[src/rtl/colocador_frota_pkg.sv]
// Shared definitions for fleet placement: ship types, board limit, error codes
// and controller state encoding, also used by the placement validator.
package colocador_frota_pkg;

  localparam int NAVIOS_POR_JOGADOR = 11;
  localparam logic [3:0] LIMITE_TABULEIRO = 4'd7;

  localparam logic [2:0] TIPO_SUBMARINO         = 3'b000;
  localparam logic [2:0] TIPO_CONTRATORPEDEIRO  = 3'b001;
  localparam logic [2:0] TIPO_HIDROAVIAO        = 3'b010;
  localparam logic [2:0] TIPO_CRUZADOR          = 3'b011;
  localparam logic [2:0] TIPO_PORTA_AVIOES      = 3'b100;

  typedef enum logic [1:0] {
    ERRO_NENHUM   = 2'b00,
    ERRO_CONFLITO = 2'b01,
    ERRO_FORA     = 2'b10,
    ERRO_TIMEOUT  = 2'b11
  } erro_t;

  typedef enum logic [2:0] {
    OCIOSO,
    ESPERA_CONF,
    VALIDA,
    LIBERA,
    FIM
  } estado_t;

  // Fleet schedule: five submarines, two destroyers, two seaplanes,
  // one cruiser and one carrier, in that order.
  function automatic logic [2:0] tipo_do_navio(input logic [3:0] idx);
    if (idx <= 4'd4)      return TIPO_SUBMARINO;
    else if (idx <= 4'd6) return TIPO_CONTRATORPEDEIRO;
    else if (idx <= 4'd8) return TIPO_HIDROAVIAO;
    else if (idx == 4'd9) return TIPO_CRUZADOR;
    else                  return TIPO_PORTA_AVIOES;
  endfunction

endpackage

[src/rtl/colocador_frota_detector_borda.sv]
// One-cycle pulse on the rising edge of an already-synchronous input.
module detector_borda (
  input  logic clk,
  input  logic rst_n,
  input  logic sinal,
  output logic pulso
);

  logic anterior;

  always_ff @(posedge clk or negedge rst_n) begin
    if (!rst_n) anterior <= 1'b0;
    else        anterior <= sinal;
  end

  assign pulso = sinal & ~anterior;

endmodule

[src/rtl/colocador_frota.sv]
// Fleet placement controller: walks both players through their ship lists,
// hands each confirmed placement to the validator and records the verdict.
module colocador_frota
  import colocador_frota_pkg::*;
#(
  parameter int TIMEOUT_CICLOS = 32,
  parameter int NUM_NAVIOS     = NAVIOS_POR_JOGADOR
) (
  input  logic       clk,
  input  logic       rst_n,
  input  logic       inicia,
  input  logic       confirma,
  input  logic [3:0] x_in,
  input  logic [3:0] y_in,
  input  logic       direcao_in,
  input  logic [2:0] orientacao_in,
  input  logic       ready,
  input  logic       conflito,
  output logic       enable,
  output logic [2:0] tipo,
  output logic       direcao,
  output logic [2:0] orientacao,
  output logic [3:0] x1,
  output logic [3:0] y1,
  output logic       jogador,
  output logic [3:0] navio_idx,
  output logic [1:0] erro,
  output logic       fim
);

  localparam logic [3:0] TOTAL_IDX   = 4'(NUM_NAVIOS);
  localparam logic [4:0] LIMITE_CONT = 5'(TIMEOUT_CICLOS - 1);

  estado_t    estado;
  logic [4:0] contador;
  logic       confirma_pulso;

  detector_borda u_detector_borda (
    .clk   (clk),
    .rst_n (rst_n),
    .sinal (confirma),
    .pulso (confirma_pulso)
  );

  always_ff @(posedge clk or negedge rst_n) begin
    if (!rst_n) begin
      estado     <= OCIOSO;
      enable     <= 1'b0;
      tipo       <= TIPO_SUBMARINO;
      direcao    <= 1'b0;
      orientacao <= 3'b000;
      x1         <= 4'd0;
      y1         <= 4'd0;
      jogador    <= 1'b0;
      navio_idx  <= 4'd0;
      erro       <= ERRO_NENHUM;
      fim        <= 1'b0;
      contador   <= 5'd0;
    end else begin
      case (estado)
        OCIOSO, FIM: begin
          if (inicia) begin
            estado    <= ESPERA_CONF;
            jogador   <= 1'b0;
            navio_idx <= 4'd0;
            tipo      <= tipo_do_navio(4'd0);
            erro      <= ERRO_NENHUM;
            fim       <= 1'b0;
          end
        end

        ESPERA_CONF: begin
          if (confirma_pulso) begin
            if (x_in > LIMITE_TABULEIRO || y_in > LIMITE_TABULEIRO) begin
              erro <= ERRO_FORA;
            end else begin
              // Only types that care about direction/orientation see the player's choice.
              x1         <= x_in;
              y1         <= y_in;
              direcao    <= (tipo == TIPO_SUBMARINO) ? 1'b0 : direcao_in;
              orientacao <= (tipo == TIPO_HIDROAVIAO) ? orientacao_in : 3'b000;
              erro       <= ERRO_NENHUM;
              enable     <= 1'b1;
              contador   <= 5'd0;
              estado     <= VALIDA;
            end
          end
        end

        VALIDA: begin
          if (ready) begin
            if (conflito) begin
              erro <= ERRO_CONFLITO;
            end else begin
              erro      <= ERRO_NENHUM;
              navio_idx <= navio_idx + 4'd1;
              tipo      <= tipo_do_navio(navio_idx + 4'd1);
            end
            enable   <= 1'b0;
            contador <= 5'd0;
            estado   <= LIBERA;
          end else if (contador == LIMITE_CONT) begin
            erro     <= ERRO_TIMEOUT;
            enable   <= 1'b0;
            contador <= 5'd0;
            estado   <= LIBERA;
          end else begin
            contador <= contador + 5'd1;
          end
        end

        LIBERA: begin
          if (navio_idx < TOTAL_IDX) begin
            estado <= ESPERA_CONF;
          end else if (!jogador) begin
            jogador   <= 1'b1;
            navio_idx <= 4'd0;
            tipo      <= tipo_do_navio(4'd0);
            estado    <= ESPERA_CONF;
          end else begin
            fim    <= 1'b1;
            estado <= FIM;
          end
        end

        default: estado <= OCIOSO;
      endcase
    end
  end

endmodule

[config.mk]
export PLATFORM = sky130hd
export DESIGN_NAME = colocador_frota
export DESIGN_NICKNAME = d
export VERILOG_FILES = /design/src/rtl/colocador_frota_pkg.sv /design/src/rtl/colocador_frota_detector_borda.sv /design/src/rtl/colocador_frota.sv
export SDC_FILE = /design/constraint.sdc
export NUM_CORES = 1
export LEC_CHECK = 0
export CORE_ASPECT_RATIO = 0.5
export CORE_MARGIN = 4
export CORE_UTILIZATION = 52
export CTS_CLUSTER_DIAMETER = 200
export DETAILED_ROUTE_END_ITERATION = 8
export PLACE_DENSITY = 0.8
export SETUP_SLACK_MARGIN = 0.02
export SLEW_MARGIN = 10
export SYNTH_ARGS = -nofsm -noshare
export SYNTH_HDL_FRONTEND = slang
export SYNTH_SLANG_ARGS = --single-unit
[constraint.sdc]
create_clock -name clk -period 4.2 [get_ports clk]
set_clock_uncertainty 0.15 [all_clocks]
set_input_delay 0.84 -clock clk [delete_from_list [all_inputs] [get_ports clk]]
set_output_delay 0.84 -clock clk [all_outputs]
set_load 0.01 [all_outputs]
==> results.yml, run 1 <==
cells_and_area:
  fill_cells: 234
  postLayoutCoreUtil: 0.735
  nNetsFinal: 225
  multi_input_area_um2: 808
  drive_above_1_share: 0.0936
  syn_to_final_growth_pct: 33.4
  layout.cells.non_filler: 243
  seqCellArea_um2: 826
  diodes: 0
logic_synthesis:
  yosysMostFrequentCell: "dfrtp_1"
  yosysTopAreaCellShare: 0.491
  synth_flop_cell: "dfrtp_1"
  synth_edf_count: 0
  yosysSeqAreaShare: 0.491
  avgSynthCellArea_um2: 10.6
  synthCells: 159
  synth_area_leaders: "dfrtp_1, mux2_2, ha_1"
  yosys-top-cells-count: "dfrtp_1, nor2_1, nand3_1"
  async_flop_share: 1.00
  synth_nets: 182
  synthesis.area_um2: 1680
  yosysWarnings: 0
  synth.distinct_cells: 44
  synth_area_leader_cell: "dfrtp_1"
  synth_seq_cells: 33
min_path:
  hold_start: "erro[0]"
  hold_path_depth: 1
  hold_class: "reg -> reg"
  hold_end: "erro[0]"
timing:
  finalSetupTns_ns: 0
  slew_headroom: 0.478
  grt_setup_unrepaired: "false"
  worst_slew_pin_slew_ns: 0.780
  period_needed_ns: 2.89
  max_freq_ghz: 0.345
  setup_viol: 0
  worst_hold_slack_ns: 0.329
  maxSlewViolCount: 0
  timing.final.ws_setup_ns: 1.31
  period_share: 0.689
  hold_viol: 0
die:
  die_h_um: 48.2
  dieArea_um2: 4260
  num_rows: 14
  io_pins: 42
  start_util: 0.551
  core_area_um2: 3050
  die_w_um: 88.4
cts:
  insertion_delay_ns: 0.28
  cts_max_level: 2
  clock_sinks: 33
  postCtsSetupRepairBufs: 0
  clkTransAtPathRegs_ns: 0.07
  root_buffer: "clkbuf_8"
  ctsLongestPathBuffers: 2
  numCtsBuffers: 5
  cts_tree: "yes"
  cts_hold_buf: 0
  cts_resized: 0
setup_path:
  cp-end-kind: "register"
  worstSetupPathType: "in -> reg"
  cp.required_ns: 4.22
  r2r_cells: 4
  critPathArrivalTime_ns: 2.91
  crit_path_max_fanout: 19
  r2r-start: "estado[1]"
  path_cells: "clkdlybuf4s50_1, nor4b_1, nand3b_1, mux2_2"
  critPathSlowestCell: "nand3b_1"
  critPathLaunchType: "input port"
  reg2reg_to: "erro[1]"
  slowest_delay_ns: 0.64
  r2r_slack_ns: 1.84
grt:
  antenna_found_initial: 0
  grt_pass1_vias: 1253
  grt_pass1_wl_mm: 5.59
  globalRouteOverflowTotal: 0
  grt_max_degree: 34
  grt_use_total: 0.178
placement:
  gp_congestion: 0.920
  dp.cells: 235
  dp_hpwl_mm: 2.50
  portBuffers: 41
  place_ws_ns: 1.02
run_status:
  outcome: "finished, final reports clean"
routing:
  drc: 0
  wl_mm: 3.51
  first_pass_iters: 4
  vias: 1377
  wire_per_inst_um: 14.4
  drtIter0Drc: 103
  ant_nets: 0
  drt-vias-per-instance: 5.67
power_and_ir_drop:
  p_per_area_nw_per_um2: 453
  leakage_nw: 0.980
  vdd_ir_drop_max_mv: 0.364
job:
  max-cap-violations: 0
[sequential cells by signal (all words and copies together), names as in the netlist]
signal and count:
u_detector_borda.anterior 1, jogador 1, tipo 3, contador 5, navio_idx 4, direcao 1
fim 1, y1 4, enable 1, erro 2, x1 4, estado 3
orientacao 3
[report_power, final]
| group | internal, mW | leakage, nW | total (mW) | switching, mW |
|---|---|---|---|---|
| clock | 0.193 | 0.0574 | 0.311 | 0.118 |
| sequential | 0.370 | 0.439 | 0.413 | 0.0424 |
| combinational | 0.158 | 0.483 | 0.292 | 0.134 |
| total | 0.721 | 0.980 | 1.02 | 0.295 |
[metal layers]
layer	wire, µm	up-vias	share of wire	global-route usage
met3	183	4	0.052	0.0573
met5	0	-	0	0
met4	31	0	0.0088	0.0663
met1	1710	675	0.49	0.232
li1	-	662	-	-
met2	1590	36	0.45	0.287
[worst max-delay path by stage]
stage	from	cells after the start	slack (ns)	endpoint
final	confirma	4	1.31	y1[2]
after global routing	confirma	4	1.13	y1[2]
after CTS	confirma	4	1.31	y1[2]
after detailed placement	confirma	4	1.02	y1[2]
after global placement	confirma	4	1.03	x1[2]
after floorplan	x_in[3]	5	1.93	contador[1]
[per-stage QoR]
step           cell area (µm²)  power, mW
3_3_place_gp              2120      0.702
3_5_place_dp              2120      0.711
5_1_grt                   2240       1.07
4_1_cts                   2240       1.02
6_report                  2240       1.02
2_1_floorplan             1680      0.576
[cells in the final DEF (no fill, tap or decap), types with 4 or more instances in the layout]
cell type / instances
clkdlybuf4s50_1: 41
dfrtp_1: 33
nor2_1: 11
nand3_1: 8
a21oi_1: 7
nand2_1: 7
o21ai_1: 7
nand2b_1: 6
mux2_2: 6
clkbuf_8: 6
inv_1: 5
o21ai_0: 5
ha_1: 5
nor2b_1: 4
[kinds of logic after synthesis]
family,share of synthesized area
simple gates,0.188
compound gates,0.168
fa+ha+maj,0.0372
buf+inv,0.0276
mux,0.0722
flops,0.491
xor+xnor,0.0156
[cell type report]
class / instances / share of cell area
Sequential cell: 33 / 0.369
Multi-Input combinational cell: 115 / 0.361
Timing Repair Buffer: 42 / 0.186
Clock buffer: 6 / 0.0369
Tap cell: 40 / 0.0223
Clock inverter: 2 / 0.0168
Inverter: 5 / 0.00838
[critical path, delay by kind of cell]
family | cells | cell delay, ns
mux | 1 | 0.50
simple gates | 2 | 1.07
buf+inv | 1 | 0.49
Note: power is estimated with default switching activity, not from simulation.
==> inputs of run 2 (changes only) <==
--- a/config.mk
+++ b/config.mk
@@ -7,10 +7,10 @@
 export LEC_CHECK = 0
 export CORE_ASPECT_RATIO = 0.5
 export CORE_MARGIN = 4
-export CORE_UTILIZATION = 52
+export CORE_UTILIZATION = 44
 export CTS_CLUSTER_DIAMETER = 200
 export DETAILED_ROUTE_END_ITERATION = 8
-export PLACE_DENSITY = 0.8
+export PLACE_DENSITY = 0.72
 export SETUP_SLACK_MARGIN = 0.02
 export SLEW_MARGIN = 10
 export SYNTH_ARGS = -nofsm -noshare
==> constraint.sdc (replaced) <==
create_clock -name clk -period 2.4 [get_ports clk]
set_clock_uncertainty 0.15 [all_clocks]
set_input_delay 0.48 -clock clk [delete_from_list [all_inputs] [get_ports clk]]
set_output_delay 0.48 -clock clk [all_outputs]
set_load 0.01 [all_outputs]
==> results.yml, run 2 (same netlist as run 1, synthesis figures left out) <==
grt:
  globalRouteOverflowTotal: 0
  antenna_found_initial: 0
  grt_pass1_wl_mm: 6.18
  use_met2: 0.250
  grt_use_met1: 0.226
  busiest_layer: "met2"
  grt_use_total: 0.164
  grtUsageMet3: 0.0448
  grt_max_degree: 34
  grt_pass1_vias: 1310
timing:
  setup_viol: 0
  worst_slew_pin_slew_ns: 0.424
  maxSlewViolCount: 0
  slew_headroom: 0.717
  worst_hold_slack_ns: 0.328
  grt_setup_unrepaired: "false"
  period_needed_ns: 2.11
  finalSetupTns_ns: 0
  period_share: 0.878
  hold_viol: 0
  max_freq_ghz: 0.475
cts:
  clock_sinks: 33
  numCtsBuffers: 5
  cts_resized: 0
  ctsLongestPathBuffers: 2
  root_buffer: "clkbuf_8"
  clkTransAtPathRegs_ns: 0.07
  cts_max_level: 2
  cts_hold_buf: 0
  cts_tree: "yes"
  insertion_delay_ns: 0.28
  postCtsSetupRepairBufs: 0
placement:
  gp_congestion: 0.903
  portBuffers: 41
  dp.cells: 256
  dp_hpwl_mm: 2.63
setup_path:
  critPathArrivalTime_ns: 2.13
  cp.required_ns: 2.42
  worstSetupPathType: "reg -> reg"
  path_buf_inv: 0
  reg2reg_to: "erro[1]"
  critPathSlowestCell: "dfrtp_1"
  critPathLaunchType: "register"
  crit_path_max_fanout: 4
  cp-end-kind: "register"
  cp_top_family: "simple AND/OR/NAND/NOR gates"
  r2r_cells: 6
  path_cells: "ha_1, and3_1, ha_1, or3_1, o21ai_2, mux2_1"
  crit_top_cell: "ha_1"
  r2r-start: "contador[0]"
  r2r_slack_ns: 0.29
  slowest_delay_ns: 0.41
routing:
  drtIter0Drc: 58
  ant_nets: 0
  drc: 0
  wire_per_inst_um: 13.9
  vias: 1378
  first_pass_iters: 4
  wl_mm: 3.68
  drt-vias-per-instance: 5.22
min_path:
  hold_path_depth: 1
  hold_start: "erro[0]"
  hold_end: "erro[0]"
  hold_class: "reg -> reg"
power_and_ir_drop:
  p_sw_mw: 0.538
  p_per_area_nw_per_um2: 781
  pwr-share-seq: 0.387
  power_frac_clock: 0.289
  leakage_nw: 1.03
  pwr-share-comb: 0.324
  switching_share: 0.296
  p_int_mw: 1.28
  vdd_ir_drop_max_mv: 0.494
die:
  io_pins: 42
  start_util: 0.474
  die_h_um: 51.7
  dieArea_um2: 4930
  core_area_um2: 3550
  num_rows: 15
  die_w_um: 95.4
cells_and_area:
  diodes: 0
  layout_common_cells: "clkdlybuf4s50_1, dfrtp_1, nor2_1, buf_4, nand3_1"
  largest_reg_flops: 5
  drive_above_1_share: 0.136
  nNetsFinal: 235
  regMostFlops: "contador"
  layout.cells.non_filler: 264
  syn_to_final_growth_pct: 38.3
  mostFrequentLayoutCell: "clkdlybuf4s50_1"
run_status:
  outcome: "finished, final reports clean"
job:
  max-cap-violations: 0
## run 2: layer usage
layer  part of all wire  vias up
met5                  0        -
met4             0.0095        0
met3              0.046        5
met2               0.45       29
met1               0.50      662
li1                   -      682
## run 2: power by group through the flow
| stage | combinational, mW | sequential [mW] | clock (mW) |
|---|---|---|---|
| detailed placement | 0.583 | 0.712 | 0 |
| global route | 0.642 | 0.714 | 0.573 |
| floorplan | 0.266 | 0.743 | 0 |
| global placement | 0.580 | 0.709 | 0 |
| CTS | 0.591 | 0.702 | 0.542 |
| finish | 0.588 | 0.702 | 0.526 |
## run 2: worst max path at each step
stage,startpoint,endpoint,cells after the start
final,contador[0],erro[1],6
after global routing,contador[0],erro[1],6
after CTS,contador[0],erro[1],6
after detailed placement,confirma,contador[3],6
after global placement,confirma,x1[1],6
after floorplan,contador[0],erro[1],6
## run 2: final cells by class
cell class / instances / area [µm²]
clock buffer: 5 / 68.8
clock inverter: 3 / 46.3
fill: 278 / 1220
inverter: 5 / 18.8
multi-input combinational: 115 / 808
sequential: 33 / 826
tap: 51 / 63.8
timing repair buffer: 52 / 493
## run 2: per-stage QoR
step | utilization | area [µm²] | power, mW | setup slack [ns]
after floorplan | - | 1680 | 1.01 | 0.403
after global placement | 0.623 | 2210 | 1.29 | 0.147
after detailed placement | 0.623 | 2210 | 1.29 | 0.132
after CTS | 0.655 | 2320 | 1.83 | 0.287
after global routing | 0.655 | 2320 | 1.93 | 0.215
final | 0.655 | 2320 | 1.82 | 0.294
